--- src/rtl/des_pkg.sv ---
// DES key schedule shared constants: shift table, PC-2 indices, FSM encoding.
// Vectors are MSB-first: FIPS bit 1 sits in the highest index.
package des_pkg;

  localparam int ROUND_W = 5;
  localparam int HALF_W  = 28;
  localparam int KEY_W   = 48;

  typedef enum logic {
    IDLE   = 1'b0,
    ACTIVE = 1'b1
  } state_t;

  localparam logic [1:0] SHIFT_TBL [16] = '{
    2'd1, 2'd1, 2'd2, 2'd2,
    2'd2, 2'd2, 2'd2, 2'd2,
    2'd1, 2'd2, 2'd2, 2'd2,
    2'd2, 2'd2, 2'd2, 2'd1
  };

  localparam logic [5:0] PC2_TBL [48] = '{
    6'd14, 6'd17, 6'd11, 6'd24, 6'd1,  6'd5,
    6'd3,  6'd28, 6'd15, 6'd6,  6'd21, 6'd10,
    6'd23, 6'd19, 6'd12, 6'd4,  6'd26, 6'd8,
    6'd16, 6'd7,  6'd27, 6'd20, 6'd13, 6'd2,
    6'd41, 6'd52, 6'd31, 6'd37, 6'd47, 6'd55,
    6'd30, 6'd40, 6'd51, 6'd45, 6'd33, 6'd48,
    6'd44, 6'd49, 6'd39, 6'd56, 6'd34, 6'd53,
    6'd46, 6'd42, 6'd50, 6'd36, 6'd29, 6'd32
  };

endpackage

--- src/rtl/des_pc2.sv ---
// DES PC-2: combinational 56-to-48 bit selection.
// FIPS bit k of cd lives at cd[56-k]; key bit j at key[48-j].
module des_pc2
  import des_pkg::*;
(
  input  logic [2*HALF_W-1:0] cd,
  output logic [KEY_W-1:0]    key
);

  for (genvar j = 0; j < KEY_W; j++) begin : g_bit
    localparam int SRC = 2 * HALF_W - int'(PC2_TBL[j]);
    assign key[KEY_W-1-j] = cd[SRC];
  end

endmodule

--- src/rtl/des_key_schedule_ctrl.sv ---
// DES key schedule sequencer: rotates C/D per round and streams
// PC-2 subkeys in encrypt (K1..K16) or decrypt (K16..K1) order.
module des_key_schedule_ctrl
  import des_pkg::*;
#(
  parameter int NUM_ROUNDS = 16
) (
  input  logic               CLK,
  input  logic               RESET_BAR,
  input  logic               START,
  input  logic               DECRYPT,
  input  logic               ABORT,
  input  logic [HALF_W-1:0]  C_IN,
  input  logic [HALF_W-1:0]  D_IN,
  output logic [KEY_W-1:0]   SUBKEY,
  output logic               SUBKEY_VALID,
  input  logic               SUBKEY_READY,
  output logic [ROUND_W-1:0] ROUND_NUM,
  output logic               BUSY,
  output logic               DONE
);

  localparam logic [ROUND_W-1:0] LAST =
    ROUND_W'(NUM_ROUNDS);

  function automatic logic [HALF_W-1:0] rotl(
    input logic [HALF_W-1:0] x,
    input logic [1:0]        n
  );
    return (n == 2'd2) ? {x[25:0], x[27:26]}
                       : {x[26:0], x[27]};
  endfunction

  function automatic logic [HALF_W-1:0] rotr(
    input logic [HALF_W-1:0] x,
    input logic [1:0]        n
  );
    return (n == 2'd2) ? {x[1:0], x[27:2]}
                       : {x[0], x[27:1]};
  endfunction

  state_t              state_q, state_n;
  logic [HALF_W-1:0]   c_q, c_n;
  logic [HALF_W-1:0]   d_q, d_n;
  logic                dec_q, dec_n;
  logic [KEY_W-1:0]    key_q, key_n;
  logic [ROUND_W-1:0]  round_q, round_n;
  logic                valid_q, valid_n;
  logic                busy_q, busy_n;
  logic                done_q, done_n;
  logic                load;
  logic [KEY_W-1:0]    pc2_key;
  logic [3:0]          enc_idx;
  logic [3:0]          dec_idx;

  // Encrypt uses s[r+1], decrypt s[17-r]; table is zero-based.
  assign enc_idx = round_q[3:0];
  assign dec_idx = 4'd0 - round_q[3:0];

  always_comb begin
    state_n = state_q;
    c_n     = c_q;
    d_n     = d_q;
    dec_n   = dec_q;
    round_n = round_q;
    valid_n = valid_q;
    busy_n  = busy_q;
    done_n  = 1'b0;
    load    = 1'b0;
    unique case (state_q)
      IDLE: begin
        if (START && !ABORT && !done_q) begin
          dec_n   = DECRYPT;
          c_n     = DECRYPT ? C_IN
                            : rotl(C_IN, SHIFT_TBL[0]);
          d_n     = DECRYPT ? D_IN
                            : rotl(D_IN, SHIFT_TBL[0]);
          round_n = ROUND_W'(1);
          valid_n = 1'b1;
          busy_n  = 1'b1;
          load    = 1'b1;
          state_n = ACTIVE;
        end
      end
      ACTIVE: begin
        if (ABORT) begin
          state_n = IDLE;
          valid_n = 1'b0;
          busy_n  = 1'b0;
          round_n = '0;
        end else if (SUBKEY_READY) begin
          if (round_q == LAST) begin
            state_n = IDLE;
            valid_n = 1'b0;
            busy_n  = 1'b0;
            round_n = '0;
            done_n  = 1'b1;
            // Decrypt still owes s[1] to close the 28-bit loop.
            if (dec_q) begin
              c_n = rotr(c_q, SHIFT_TBL[0]);
              d_n = rotr(d_q, SHIFT_TBL[0]);
            end
          end else begin
            round_n = round_q + ROUND_W'(1);
            c_n = dec_q ? rotr(c_q, SHIFT_TBL[dec_idx])
                        : rotl(c_q, SHIFT_TBL[enc_idx]);
            d_n = dec_q ? rotr(d_q, SHIFT_TBL[dec_idx])
                        : rotl(d_q, SHIFT_TBL[enc_idx]);
            load = 1'b1;
          end
        end
      end
      default: state_n = IDLE;
    endcase
  end

  des_pc2 u_pc2 (
    .cd  ({c_n, d_n}),
    .key (pc2_key)
  );

  assign key_n = load ? pc2_key : key_q;

  always_ff @(posedge CLK or negedge RESET_BAR) begin
    if (!RESET_BAR) begin
      state_q <= IDLE;
      c_q     <= '0;
      d_q     <= '0;
      dec_q   <= 1'b0;
      key_q   <= '0;
      round_q <= '0;
      valid_q <= 1'b0;
      busy_q  <= 1'b0;
      done_q  <= 1'b0;
    end else begin
      state_q <= state_n;
      c_q     <= c_n;
      d_q     <= d_n;
      dec_q   <= dec_n;
      key_q   <= key_n;
      round_q <= round_n;
      valid_q <= valid_n;
      busy_q  <= busy_n;
      done_q  <= done_n;
    end
  end

  assign SUBKEY       = key_q;
  assign SUBKEY_VALID = valid_q;
  assign ROUND_NUM    = round_q;
  assign BUSY         = busy_q;
  assign DONE         = done_q;

endmodule

--- config.mk ---
export PLATFORM = sky130hd
export DESIGN_NAME = des_key_schedule_ctrl
export DESIGN_NICKNAME = d
export VERILOG_FILES = /design/src/rtl/des_pkg.sv /design/src/rtl/des_pc2.sv /design/src/rtl/des_key_schedule_ctrl.sv
export SDC_FILE = /design/constraint.sdc
export NUM_CORES = 1
export LEC_CHECK = 0
export ABC_AREA = 1
export BUFFER_PORTS_ARGS = -buffer_cell sky130_fd_sc_hd__buf_2
export CORE_AREA = 10 10 176 145
export DETAILED_ROUTE_END_ITERATION = 8
export DIE_AREA = 0 0 186 155
export HOLD_SLACK_MARGIN = 0.12
export MAX_ROUTING_LAYER = met4
export PLACE_DENSITY = 0.53
export SYNTH_ARGS = -nofsm -noshare
export SYNTH_HDL_FRONTEND = slang
export SYNTH_SLANG_ARGS = --single-unit
--- constraint.sdc ---
create_clock -name CLK -period 4.25 [get_ports CLK]
set_input_delay 0.85 -clock CLK [delete_from_list [all_inputs] [get_ports CLK]]
set_output_delay 0.85 -clock CLK [all_outputs]
set_load 0.05 [all_outputs]
; ---- Word level (Yosys, flattened, before mapping)
; Memories as Yosys holds them, arrays and structs flattened.
; Index checks and enable logic that the tools add are counted.
[op_classes]
n_mux = 46
reduce_logical = 8
bitwise_logic = 3
add_sub_neg = 2
n_lt_le_gt_ge = 2
n_eq_ne = 9
[ops]
columns = cell, n
row1 = 28-bit two-way mux, 18
row2 = 28-bit one-hot mux with 2 select lines, 2
row3 = 5-bit two-way mux, 4
row4 = 1-bit two-way mux, 14
row5 = "5-bit greater-or-equal comparator, second input constant", 2
row6 = 4-bit NOT with 5-bit output, 2
row7 = 5-bit one-hot mux with 2 select lines, 1
row8 = 2-bit two-way mux, 4
row9 = "2-bit inequality test, second input constant", 3
row10 = "3-bit inequality test, second input constant", 2
row11 = 1-bit one-hot mux with 2 select lines, 3
row12 = "5-bit by 1-bit adder with 5-bit output, second input constant", 1
row13 = "5-bit equality test, second input constant", 1
row14 = "2-bit equality test, second input constant", 2
row15 = 2-bit AND reduction, 2
row16 = 4-bit AND reduction, 1
row17 = "1-bit by 4-bit subtractor with 4-bit output, first input constant", 1
row18 = "3-bit by 2-bit inequality test with 1-bit output, second input constant", 1
row19 = 3-bit AND reduction, 1
row20 = 1-bit logical AND, 2
row21 = 1-bit logical NOT, 2
row22 = 1-bit NOT, 1
[word_totals]
output_inout_bits = 56
reg_bits = 113
mem_bits_ro = 64
mem_count = 2
in_bits = 62
elab_cells = 82
[mem_list]
columns = name, words, width, read_ports, rd_ports_with_merged_regs, write_ports, line
row1 = (no name shown), 16, 2, 1, 0, 0, des_key_schedule_ctrl.sv:108  ; : rotl(d_q, SHIFT_TBL[enc_idx]);
row2 = (no name shown), 16, 2, 1, 0, 0, des_key_schedule_ctrl.sv:107  ; d_n = dec_q ? rotr(d_q, SHIFT_TBL[dec_idx])

; ---- Longest topological paths before layout
; Gate-level depths: netlist of the first run.
[depth]
ltp_word = 12
ltp_mapped = 18
mapped_depth_nobuf = 17

; ---- Cells and area by module
; From an unflattened synthesis of the first run, not the netlist that was laid out.
[hier_totals]
hier_cells = 1156
area_unflattened_um2 = 8602.0
[by_module_without_submodules]
columns = mod, cells_per_inst, seq_area_each_um2, area_per_inst_um2, instances
row1 = des_key_schedule_ctrl, 1108, 2827.7, 8241.7, 1
row2 = des_pc2, 48, 0.0, 360.3, 1

; ---- Least setup slack after synthesis of the first run
; Ideal clock, no wire load.
[synth_path]
path_type = reg-to-reg
from = register round_q[0] (netlist: ROUND_NUM[0])
to = register key_q[38] (netlist: SUBKEY[38])
path_stages_with_launch = 13
slack_ns = 1.804
required_time_ns = 4.115
arrival_ns = 2.312
path_buffers = 2
period_less_slack_ns = 2.446
setup_ns = 0.135
cell_sequence = dfrtp_1 -> inv_1 -> ha_1 -> inv_1 -> nor2_1 -> nor2_1 -> nand3_2 -> nand2_2 -> buf_4 -> buf_2 -> o21ai_0 -> a31oi_1 -> a31oi_1
[synth_between]
elab_chain_cells = 12
word_cells_on_any_way = 23
cone_classes = 1 x add/sub / 3 x eq/ne / 15 x mux / 2 x bitwise / 2 x memory
[synth_rtl]
columns = element, line
row1 = "start, declared", des_key_schedule_ctrl.sv:47  ; logic [ROUND_W-1:0] round_q, round_n;
row2 = "start signal, assigned", des_key_schedule_ctrl.sv:141  ; round_q <= round_n;
row3 = 1-bit by 4-bit subtractor with 4-bit output, des_key_schedule_ctrl.sv:58  ; assign dec_idx = 4'd0 - round_q[3:0];
row4 = 4-bit NOT with 5-bit output (implied by the code), des_key_schedule_ctrl.sv:105  ; c_n = dec_q ? rotr(c_q, SHIFT_TBL[dec_idx])
row5 = memory 16 x 2 bit, -
row6 = 2-bit two-way mux (2 in series), -
row7 = 2-bit equality test, -
row8 = 28-bit two-way mux, des_key_schedule_ctrl.sv:38  ; return (n == 2'd2) ? {x[1:0], x[27:2]}
row9 = 28-bit two-way mux, des_key_schedule_ctrl.sv:105
row10 = 28-bit two-way mux, des_key_schedule_ctrl.sv:92  ; if (round_q == LAST) begin
row11 = 28-bit two-way mux, des_key_schedule_ctrl.sv:91  ; end else if (SUBKEY_READY) begin
row12 = 28-bit two-way mux, des_key_schedule_ctrl.sv:86  ; if (ABORT) begin
row13 = 28-bit one-hot mux with 2 select lines, des_key_schedule_ctrl.sv:70  ; unique case (state_q)
row14 = "end signal, assigned", des_key_schedule_ctrl.sv:140  ; key_q <= key_n;
row15 = "end, declared", des_key_schedule_ctrl.sv:46  ; logic [KEY_W-1:0] key_q, key_n;
; Parallel ways exist; a longest one is shown, timed or not. The select of a mux whose other input is x is not followed.
; A chain may end at the register's enable or synchronous reset.

; ---- Worst setup path in the final report of the first run
[layout_path]
from = register round_q[0] (netlist: ROUND_NUM[0])
to = register key_q[1] (netlist: SUBKEY[1])
[layout_between]
elab_chain_cells = 12
word_cells_on_any_way = 23
cone_classes = 1 x add/sub / 3 x eq/ne / 15 x mux / 2 x bitwise / 2 x memory
[layout_rtl]
columns = element, line
row1 = 1-bit by 4-bit subtractor with 4-bit output, des_key_schedule_ctrl.sv:58
row2 = 4-bit NOT with 5-bit output (implied by the code), des_key_schedule_ctrl.sv:107
row3 = memory 16 x 2 bit, -
row4 = 2-bit two-way mux (implied by the code) (2 in series), des_key_schedule_ctrl.sv:107
row5 = 2-bit equality test, des_key_schedule_ctrl.sv:38
row6 = 28-bit two-way mux, des_key_schedule_ctrl.sv:38
row7 = 28-bit two-way mux, des_key_schedule_ctrl.sv:107
row8 = 28-bit two-way mux *, des_key_schedule_ctrl.sv:92
row9 = 28-bit two-way mux *, des_key_schedule_ctrl.sv:91
row10 = 28-bit two-way mux *, des_key_schedule_ctrl.sv:86
row11 = 28-bit one-hot mux with 2 select lines *, des_key_schedule_ctrl.sv:70
row12 = via d_n[27], des_key_schedule_ctrl.sv:44  ; logic [HALF_W-1:0] d_q, d_n;
; Mark *: on every way through the listed nets, which the timed path passes. The rest lies on a longest branch. The select of a mux whose other input is x is not followed.

==> results of run 1 <==
-- worst paths after layout --
| path | start | to | slack (ns) | depth (start not counted) |
|---|---|---|---|---|
| max reg2reg | ROUND_NUM[0]$_DFFE_PN0P_ | SUBKEY[1]$_DFFE_PN0P_ | 1.07 | 13 |
| min | SUBKEY[32]$_DFFE_PN0P_ | SUBKEY[32]$_DFFE_PN0P_ | 0.48 | 2 |
| min in group asynchronous | RESET_BAR | ROUND_NUM[4]$_DFFE_PN0P_ | 0.57 | 1 |
| min reg2reg | SUBKEY[32]$_DFFE_PN0P_ | SUBKEY[32]$_DFFE_PN0P_ | 0.48 | 2 |
| max in group asynchronous | RESET_BAR | dec_q$_DFFE_PN0P_ | 2.88 | 2 |
| max | ROUND_NUM[0]$_DFFE_PN0P_ | SUBKEY[1]$_DFFE_PN0P_ | 1.07 | 13 |
-- cell type report --
type	count	share of cell area [%]
Sequential cell	113	30.8
Timing Repair Buffer	134	7.93
Clock buffer	21	5.12
Inverter	101	4.13
Clock inverter	10	1.98
Tap cell	280	3.82
Multi-Input combinational cell	881	46.2
-- power breakdown --
group | leakage (uW) | switching, uW | internal, uW
sequential | 0.00140 | 526 | 1550
combinational | 0.00277 | 2790 | 1020
clock | 0.000319 | 553 | 1080
-- cell families (layout without fill, tap and decap cells) --
family | Yosys count | count (layout) | share of synthesized area, %
and+or+nand+nor | 542 | 542 | 27.6
AOI/OAI and AO/OA | 331 | 331 | 25.4
buffers and inverters | 180 | 266 | 9.58
DFF | 113 | 113 | 36.2
adders and majority gates | 6 | 6 | 0.962
xor gates and xnor gates | 1 | 1 | 0.112
muxes | 1 | 1 | 0.128
-- worst max-delay path, stage by stage (launching register included) --
cell	delay, ns
dfrtp_1	0.51
inv_1	0.14
ha_1	0.23
inv_1	0.09
nand2_1	0.07
a21oi_1	0.16
nand2_1	0.35
o21ai_4	0.44
nor2_2	0.08
inv_2	0.46
o21ai_0	0.18
o21ai_1	0.22
nand2_1	0.09
nand2_1	0.09
-- Yosys cell counts (2+ instances only) --
library cell	count	share of area, %
a211oi_1	23	2.2
a21oi_1	61	3.9
a221oi_1	17	1.9
a22oi_1	4	0.38
a31oi_1	17	1.4
buf_1	11	0.53
buf_2	21	1.3
buf_4	8	0.77
buf_6	2	0.29
clkbuf_1	36	1.7
dfrtp_1	113	36
ha_1	6	0.96
inv_1	93	4.5
inv_2	8	0.38
nand2_1	359	17
nand2_2	3	0.24
nand3_1	46	2.9
nand4_1	8	0.64
nor2_1	115	5.5
nor2_2	3	0.24
nor3_1	5	0.32
o211ai_1	22	2.1
o21ai_0	114	7.3
o21ai_1	23	1.5
o21bai_1	5	0.48
o22ai_1	29	2.3
o32ai_1	10	1.1
-- state kept, by name, indices dropped and copies added, names as in the netlist --
name / flops
SUBKEY: 48
ROUND_NUM: 5
dec_q: 1
DONE: 1
state_q: 1
BUSY: 1
c_q: 28
d_q: 28
-- metrics by stage --
step	area, um^2	utilization (%)	cells	power, uW
3_3_place_gp	8530	38.6	1509	5800
2_1_floorplan	7810	-	1174	4720
5_1_grt	9180	41.6	1540	8020
4_1_cts	9180	41.6	1540	7460
6_report	9180	41.6	1540	7510
3_5_place_dp	8530	38.6	1509	5800
-- routing by layer --
metal  share of wire (%)  routed length [um]
met3                 9.3                3020
met1                  49               16000
met5                   0                   0
met2                  40               13100
met4                 1.2                 377
==> out/metrics.cfg, run 1 <==
[global_route]
grt_pass1_wl_um = 50700
first_global_vias = 8331
met1_usage_pct = 34.9
busiest_layer = met1
grt_use_met3_pct = 4.73
grt_use_total_pct = 23.2
antenna_found_initial = 0
grt_overflow = 0
use_met2_pct = 30.5
grt_max_degree = 79

[die]
die_y_um = 155
die_w_um = 186
start_util_pct = 35.4
dieArea_um2 = 28800
rows = 49
core_um2 = 22100
ios = 118

[route]
vias = 8657
drc = 0
wl_um = 32500
firstDrtPassIters = 6
vias_per_cell = 5.62
dr.first_iter.drc_count = 999
detail-route-antenna-nets = 0
routedWlPerCell_um = 21.1

[run]
drv_cap = 0

[setup_path]
cp_data_arrival_time_ns = 3.55
cp-start-kind = flop
critPathRequiredTime_ns = 4.62
worstPathMaxFanout = 26
critPathCaptureType = flop
crit_type = reg -> reg

[final_layout]
area_delta_synth_final_pct = 17.6
multi_input_area_um2 = 4240
seq_area_um2 = 2830
antenna_cells = 0
drive_gt1_share_pct = 14.9
fin_nets = 1316
fillCellCount = 2386
final_common_cell = nand2_1
mostFrequentLayoutCells = nand2_1, buf_2, nor2_1, o21ai_0, dfrtp_1

[placed_design]
gp_congestion = 0.937
dp_hpwl_um = 21700
portBuffers = 117
place_ws_ns = 0.919

[clock_tree]
clkSlewWorstSetupHoldPaths_ns = 0.06
cts_sinks = 113
clk_latency_ns = 0.43
cts_buffers = 17
cts_tree = built
cts_setup_buffers = 0
cts.path.max_buffers = 2
post_cts_resized = 0
cts_hold_buf = 0
cts_root_buf = clkbuf_16
cts_max_level = 4

[timing]
hold_ws_ns = 0.476
layout_min_cycle_time_ns = 3.18
tightest_slew_ns = 0.963
setup_viol = 0
clock_skew_ns = 0.00849
clock.fmax_mhz = 315
post-route-period-util_pct = 74.7
max_slew_margin_pct = 35.8
finalHoldViolations = 0
finalWorstSetupSlack_ns = 1.07
drv_slew = 0
rsz0062_at_grt = false
tns_ns = 0

[status]
status = finished, final reports clean

[yosys]
syn_nets = 1242
synthArstFlopShare_pct = 100
seq_area_frac_synth_pct = 36.2
synthesis.area_um2 = 7810
synth_ff_type = dfrtp_1
ys_types = 39
syn-mean-instance-area_um2 = 6.65
yosysWarningCount = 0
syn_inst = 1174
synth_enable_flop_cells = 0
ys_ff_latch = 113

[power]
p_leak_uw = 0.00449
powerDensity_nw_per_um2 = 819
peakVddDrop_uv = 391

[min_path]
min_path_type = reg -> reg

Power figures use the tool's default switching activity.
==> run 2, diff against run 1 <==
--- a/config.mk
+++ b/config.mk
@@ -5,14 +5,14 @@
 export SDC_FILE = /design/constraint.sdc
 export NUM_CORES = 1
 export LEC_CHECK = 0
-export ABC_AREA = 1
+export ABC_AREA = 0
 export BUFFER_PORTS_ARGS = -buffer_cell sky130_fd_sc_hd__buf_2
-export CORE_AREA = 10 10 176 145
+export CORE_AREA = 10 10 178 146
 export DETAILED_ROUTE_END_ITERATION = 8
-export DIE_AREA = 0 0 186 155
+export DIE_AREA = 0 0 188 156
 export HOLD_SLACK_MARGIN = 0.12
 export MAX_ROUTING_LAYER = met4
-export PLACE_DENSITY = 0.53
+export PLACE_DENSITY = 0.55
 export SYNTH_ARGS = -nofsm -noshare
 export SYNTH_HDL_FRONTEND = slang
 export SYNTH_SLANG_ARGS = --single-unit
==> constraint.sdc (replaced) <==
create_clock -name CLK -period 2.6 [get_ports CLK]
set_input_delay 0.52 -clock CLK [delete_from_list [all_inputs] [get_ports CLK]]
set_output_delay 0.52 -clock CLK [all_outputs]
set_load 0.05 [all_outputs]
==> run 2 against run 1 <==
Cell count fell by 16%; clock skew barely moved; sequential power rose by 48%; non-clock buffer count rose by 44; cell area rose by 7.4%; fmax rose by 25%; clock power rose by 40%; register-to-register slack got worse by 1.0 ns; largest power group unchanged; utilization rose by 2.6 points; via count fell by 11%; critical endpoint is now SUBKEY[32]$_DFFE_PN0P_.
==> out/metrics.cfg, run 2 <==
[final_layout]
fillCellCount = 2236
fin_nets = 1041
largest_reg_flops = 48
final_area_um2 = 9860
drive_gt1_share_pct = 32.2
final_util_pct = 44.2
area_delta_synth_final_pct = 24.0
antenna_cells = 0
mostFrequentLayoutCells = buf_2, dfrtp_1, mux2i_1
final_common_cell = buf_2

[die]
die_w_um = 188
dieArea_um2 = 29300
ios = 118
start_util_pct = 35.6
rows = 49
core_um2 = 22300
die_y_um = 156

[placed_design]
portBuffers = 117
gp_congestion = 0.885
place_ws_ns = 0.0804
dp_hpwl_um = 20000
post_dp_cell_area_um2 = 9220

[clock_tree]
clkSlewWorstSetupHoldPaths_ns = 0.06
cts_sinks = 113
cts_max_level = 4
cts_tree = built
cts_buffers = 17
clk_latency_ns = 0.42
cts.path.max_buffers = 2
cts_root_buf = clkbuf_16

[timing]
clock_skew_ns = 0.00879
drv_slew = 0
post-route-period-util_pct = 97.5
tightest_slew_ns = 0.760
tns_ns = 0
finalHoldViolations = 0
rsz0062_at_grt = false
max_slew_margin_pct = 49.3
clock.fmax_mhz = 394
setup_viol = 0
layout_min_cycle_time_ns = 2.54
finalWorstSetupSlack_ns = 0.0648

[global_route]
grt_max_degree = 52
grt_pass1_wl_um = 44800
grt_overflow = 0
first_global_vias = 7546
grt_use_total_pct = 19.5
antenna_found_initial = 0

[yosys]
synthesis.area_um2 = 7950
synth_top_cells_by_count = dfrtp_1, mux2i_1, nor2_1
ys_types = 63
synth_enable_flop_cells = 0
synthArstFlopShare_pct = 100
yosys-top-cells-area = dfrtp_1, mux2i_1, mux2_2
syn-mean-instance-area_um2 = 9.29
yosysWarningCount = 0
synth_ff_type = dfrtp_1
ys_ff_latch = 113
seq_area_frac_synth_pct = 35.6
syn_inst = 856
synth_top_cell_area_share_pct = 35.6
synth.most_common_cell = dfrtp_1
yosysTopAreaCell = dfrtp_1
syn_nets = 924

[power]
powerDensity_nw_per_um2 = 1040
peakVddDrop_uv = 334
p_leak_uw = 0.00439
total_power_uw = 10200

[setup_path]
cp_data_arrival_time_ns = 2.84
crit_top_cell = mux2_2
critPathBufInv = 1
critPathSlowestCell = or3b_1
crit_path_max_incr_delay_ns = 0.43
path_cells = buf_4 > ha_1 > or3b_1 > o21ai_4 > mux2_2 > o311ai_0 > a32oi_1 > mux2_2
worstPathMaxFanout = 10
critPathCaptureType = flop
critPathRequiredTime_ns = 2.91
crit_type = reg -> reg
cp_top_family = multiplexers
cp-start-kind = flop

[status]
status = finished, final reports clean

[route]
drc = 0
wl_um = 28200
firstDrtPassIters = 5
routedWlPerCell_um = 21.9
vias_per_cell = 5.96
vias = 7687
detail-route-antenna-nets = 0
dr.first_iter.drc_count = 677

[run]
drv_cap = 0

[min_path]
min_path_type = in -> reg

-- run 2: cell count changes after synthesis, sizes merged, moves of 36 or more --
cell,delta
a31o,+36
inv,-95
mux2,+52
mux2i,+109
nand2,-345
o21ai,-51
-- run 2: what timing repair did --
action	4_1_cts	5_1_grt
buffers inserted	0	1
hold buffers	1	0
endpoints found under the setup margin	0	54
gates resized for setup	0	12
endpoints found under the hold margin	30	0
-- run 2: worst paths after layout --
kind                                                from                       end  slack (ns)  depth (start not counted)
worst max-delay path            ROUND_NUM[0]$_DFFE_PN0P_    SUBKEY[32]$_DFFE_PN0P_        0.06                          8
worst min-delay path                            C_IN[27]         c_q[27]$_DFF_PN0_        0.46                          3
min in group asynchronous                      RESET_BAR    SUBKEY[13]$_DFFE_PN0P_        0.59                          2
worst max register to register  ROUND_NUM[0]$_DFFE_PN0P_    SUBKEY[32]$_DFFE_PN0P_        0.06                          8
max in group asynchronous                      RESET_BAR  ROUND_NUM[1]$_DFFE_PN0P_        1.39                          3
worst min register to register    SUBKEY[41]$_DFFE_PN0P_    SUBKEY[41]$_DFFE_PN0P_        0.49                          2
-- run 2: metal layers --
layer,routed length (um),GRT usage [%],vias up
li1,-,-,3538
met1,13800,27.2,3821
met2,12600,28.8,302
met3,1600,3.66,26
met4,320,4.11,0
met5,0,-,-
-- run 2: stage by stage --
| stage | std cells | hold slack (ns) |
|---|---|---|
| global placement | 1258 | 0.481 |
| finish | 1289 | 0.459 |
| detailed placement | 1258 | 0.484 |
| global route | 1289 | 0.495 |
| floorplan | 856 | 0.224 |
| CTS | 1288 | 0.459 |
-- run 2: tightest hold or removal path: stages --
cell      delay (ns)
buf_2           0.09
a211oi_1        0.09
o21bai_1        0.14
-- run 2: area by class of cell --
cell class / instances / area (um^2) / area share, %
multi-input combinational: 656 / 4830 / 49.0
clock buffer: 24 / 512 / 5.19
inverter: 7 / 26.3 / 0.267
tap: 306 / 383 / 3.88
sequential: 113 / 2830 / 28.7
timing repair buffer: 178 / 1220 / 12.4
clock inverter: 5 / 52.6 / 0.533
-- run 2: power breakdown --
group / switching [uW] / internal (uW) / total, uW
Clock: 833 / 1440 / 2280
Sequential: 754 / 2310 / 3070
Combinational: 2940 / 1930 / 4870
Total: 4530 / 5690 / 10200
-- run 2: kinds of logic (layout without fill, tap and decap cells) --
logic type,after synthesis,count (layout),share of synthesized area [%]
AOI/OAI and AO/OA,301,301,26.1
and+or+nand+nor,185,185,10.9
muxes,162,162,21.2
DFF,113,113,35.6
buffers and inverters,87,214,5.00
adders and majority gates,6,6,0.944
xor gates and xnor gates,2,2,0.220
==> run 3, diff against run 2 <==
--- a/config.mk
+++ b/config.mk
@@ -11,7 +11,6 @@
 export DETAILED_ROUTE_END_ITERATION = 8
 export DIE_AREA = 0 0 188 156
 export HOLD_SLACK_MARGIN = 0.12
-export MAX_ROUTING_LAYER = met4
 export PLACE_DENSITY = 0.55
 export SYNTH_ARGS = -nofsm -noshare
 export SYNTH_HDL_FRONTEND = slang
==> run 3 against run 2 <==
Die area stayed put; sequential share of layout area hardly changed; sequential cell count stayed put; fmax is 0.37% lower; highest routed layer unchanged.
==> out/metrics.cfg, run 3 (synthesized netlist as in run 2, its figures left out) <==
[die]
die_y_um = 156
die_w_um = 188
rows = 49
start_util_pct = 35.6
dieArea_um2 = 29300
core_um2 = 22300
ios = 118

[route]
drc = 0
firstDrtPassIters = 5
wl_um = 28300
dr.first_iter.drc_count = 620
detail-route-antenna-nets = 0
vias_per_cell = 5.87
routedWlPerCell_um = 21.9
vias = 7562

[clock_tree]
cts_root_buf = clkbuf_16
cts.path.max_buffers = 2
cts_max_level = 4
clk_latency_ns = 0.43
cts_tree = built
cts_buffers = 17
cts_sinks = 113
clkSlewWorstSetupHoldPaths_ns = 0.06

[setup_path]
rrSetupSlack_ns = 0.06
ff2ff_path_depth = 8
reg2reg_from = ROUND_NUM[0]$_DFFE_PN0P_
critPathCaptureType = flop
crit_type = reg -> reg
r2r_end = SUBKEY[32]$_DFFE_PN0P_
cp-start-kind = flop
critPathRequiredTime_ns = 2.91
worstPathMaxFanout = 10
cp_data_arrival_time_ns = 2.86

[status]
status = finished, final reports clean

[min_path]
worstHoldPathCells = 3
hold_start = C_IN[27]
hold-path-endpoint = c_q[27]$_DFF_PN0_
min_path_type = in -> reg

[run]
drv_cap = 0

[final_layout]
drive_gt1_share_pct = 32.2
antenna_cells = 0
area_delta_synth_final_pct = 23.9
final_cells = 1289
final_util_pct = 44.1
seq_area_um2 = 2830
multi_input_area_um2 = 4830
fillCellCount = 2239
final_common_cell = buf_2
largest_reg_flops = 48
final_area_um2 = 9850
mostFrequentLayoutCells = buf_2, dfrtp_1, mux2i_1
fin_nets = 1041

[timing]
clock.fmax_mhz = 393
finalHoldViolations = 0
clock_skew_ns = 0.00782
tns_ns = 0
finalWorstSetupSlack_ns = 0.0555
post-route-period-util_pct = 97.9
max_slew_margin_pct = 48.1
setup_viol = 0
drv_slew = 0
rsz0062_at_grt = false
tightest_slew_ns = 0.779
layout_min_cycle_time_ns = 2.54

[power]
p_leak_uw = 0.00438
peakVddDrop_uv = 334
powerDensity_nw_per_um2 = 1040

[global_route]
grt_overflow = 0
grt_use_total_pct = 19.0
grt_pass1_wl_um = 44900
antenna_found_initial = 0
grt_max_degree = 52
first_global_vias = 7543

[placed_design]
post_dp_cell_area_um2 = 9220
place_ws_ns = 0.0804
post-place-cells = 1258
portBuffers = 117
dp_hpwl_um = 20000
gp_congestion = 0.871

run 3: cell counts in the layout (fill, tap and decap cells not counted):
No cell type changed its count.
run 3: repair_timing:
item                       CTS  global route
hold buffers                 1             0
hold endpoints to repair    30             0
setup buffers                0             1
resized for setup            0            11
setup endpoints to repair    0            55
run 3: power breakdown:
| group | switching (uW) | leakage (uW) | internal [uW] |
|---|---|---|---|
| Sequential | 751 | 0.00139 | 2310 |
| Combinational | 2940 | 0.00271 | 1930 |
| Clock | 840 | 0.000280 | 1440 |
run 3: final cells by class:
type / count / share of cell area (%)
sequential: 113 / 28.7
clock inverter: 5 / 0.534
multi-input combinational: 656 / 49.0
tap: 306 / 3.89
clock buffer: 24 / 5.20
timing repair buffer: 178 / 12.4
inverter: 7 / 0.267
run 3: worst max path at each step:
stage / from / end / depth (start not counted)
floorplan: ROUND_NUM[1]$_DFFE_PN0P_ / c_q[16]$_DFF_PN0_ / 10
global placement: ROUND_NUM[0]$_DFFE_PN0P_ / SUBKEY[32]$_DFFE_PN0P_ / 8
detailed placement: ROUND_NUM[0]$_DFFE_PN0P_ / SUBKEY[32]$_DFFE_PN0P_ / 8
CTS: ROUND_NUM[0]$_DFFE_PN0P_ / SUBKEY[32]$_DFFE_PN0P_ / 8
global route: ROUND_NUM[0]$_DFFE_PN0P_ / d_q[1]$_DFF_PN0_ / 10
finish: ROUND_NUM[0]$_DFFE_PN0P_ / SUBKEY[32]$_DFFE_PN0P_ / 8
run 3: worst max-delay path, stage by stage, from the launching register on:
cell and delay (ns):
dfrtp_2 0.39, buf_4 0.17, ha_1 0.24, or3b_1 0.43, o21ai_4 0.10, mux2_2 0.35, o311ai_0 0.33, a32oi_1 0.13
mux2_2 0.28
run 3: metrics by stage:
step	power [uW]	hold WS, ns
after floorplan	6290	0.224
after global placement	7810	0.481
after detailed placement	7850	0.484
after CTS	10200	0.459
after global routing	10800	0.494
final	10200	0.457
run 3: routing by layer:
metal | up-vias | share of wire [%] | global-route usage, %
met4 | 0 | 1.1 | 4.03
met1 | 3742 | 48 | 26.8
met2 | 260 | 45 | 28.8
met5 | - | 0 | 0
li1 | 3536 | - | -
met3 | 24 | 6.2 | 4.29
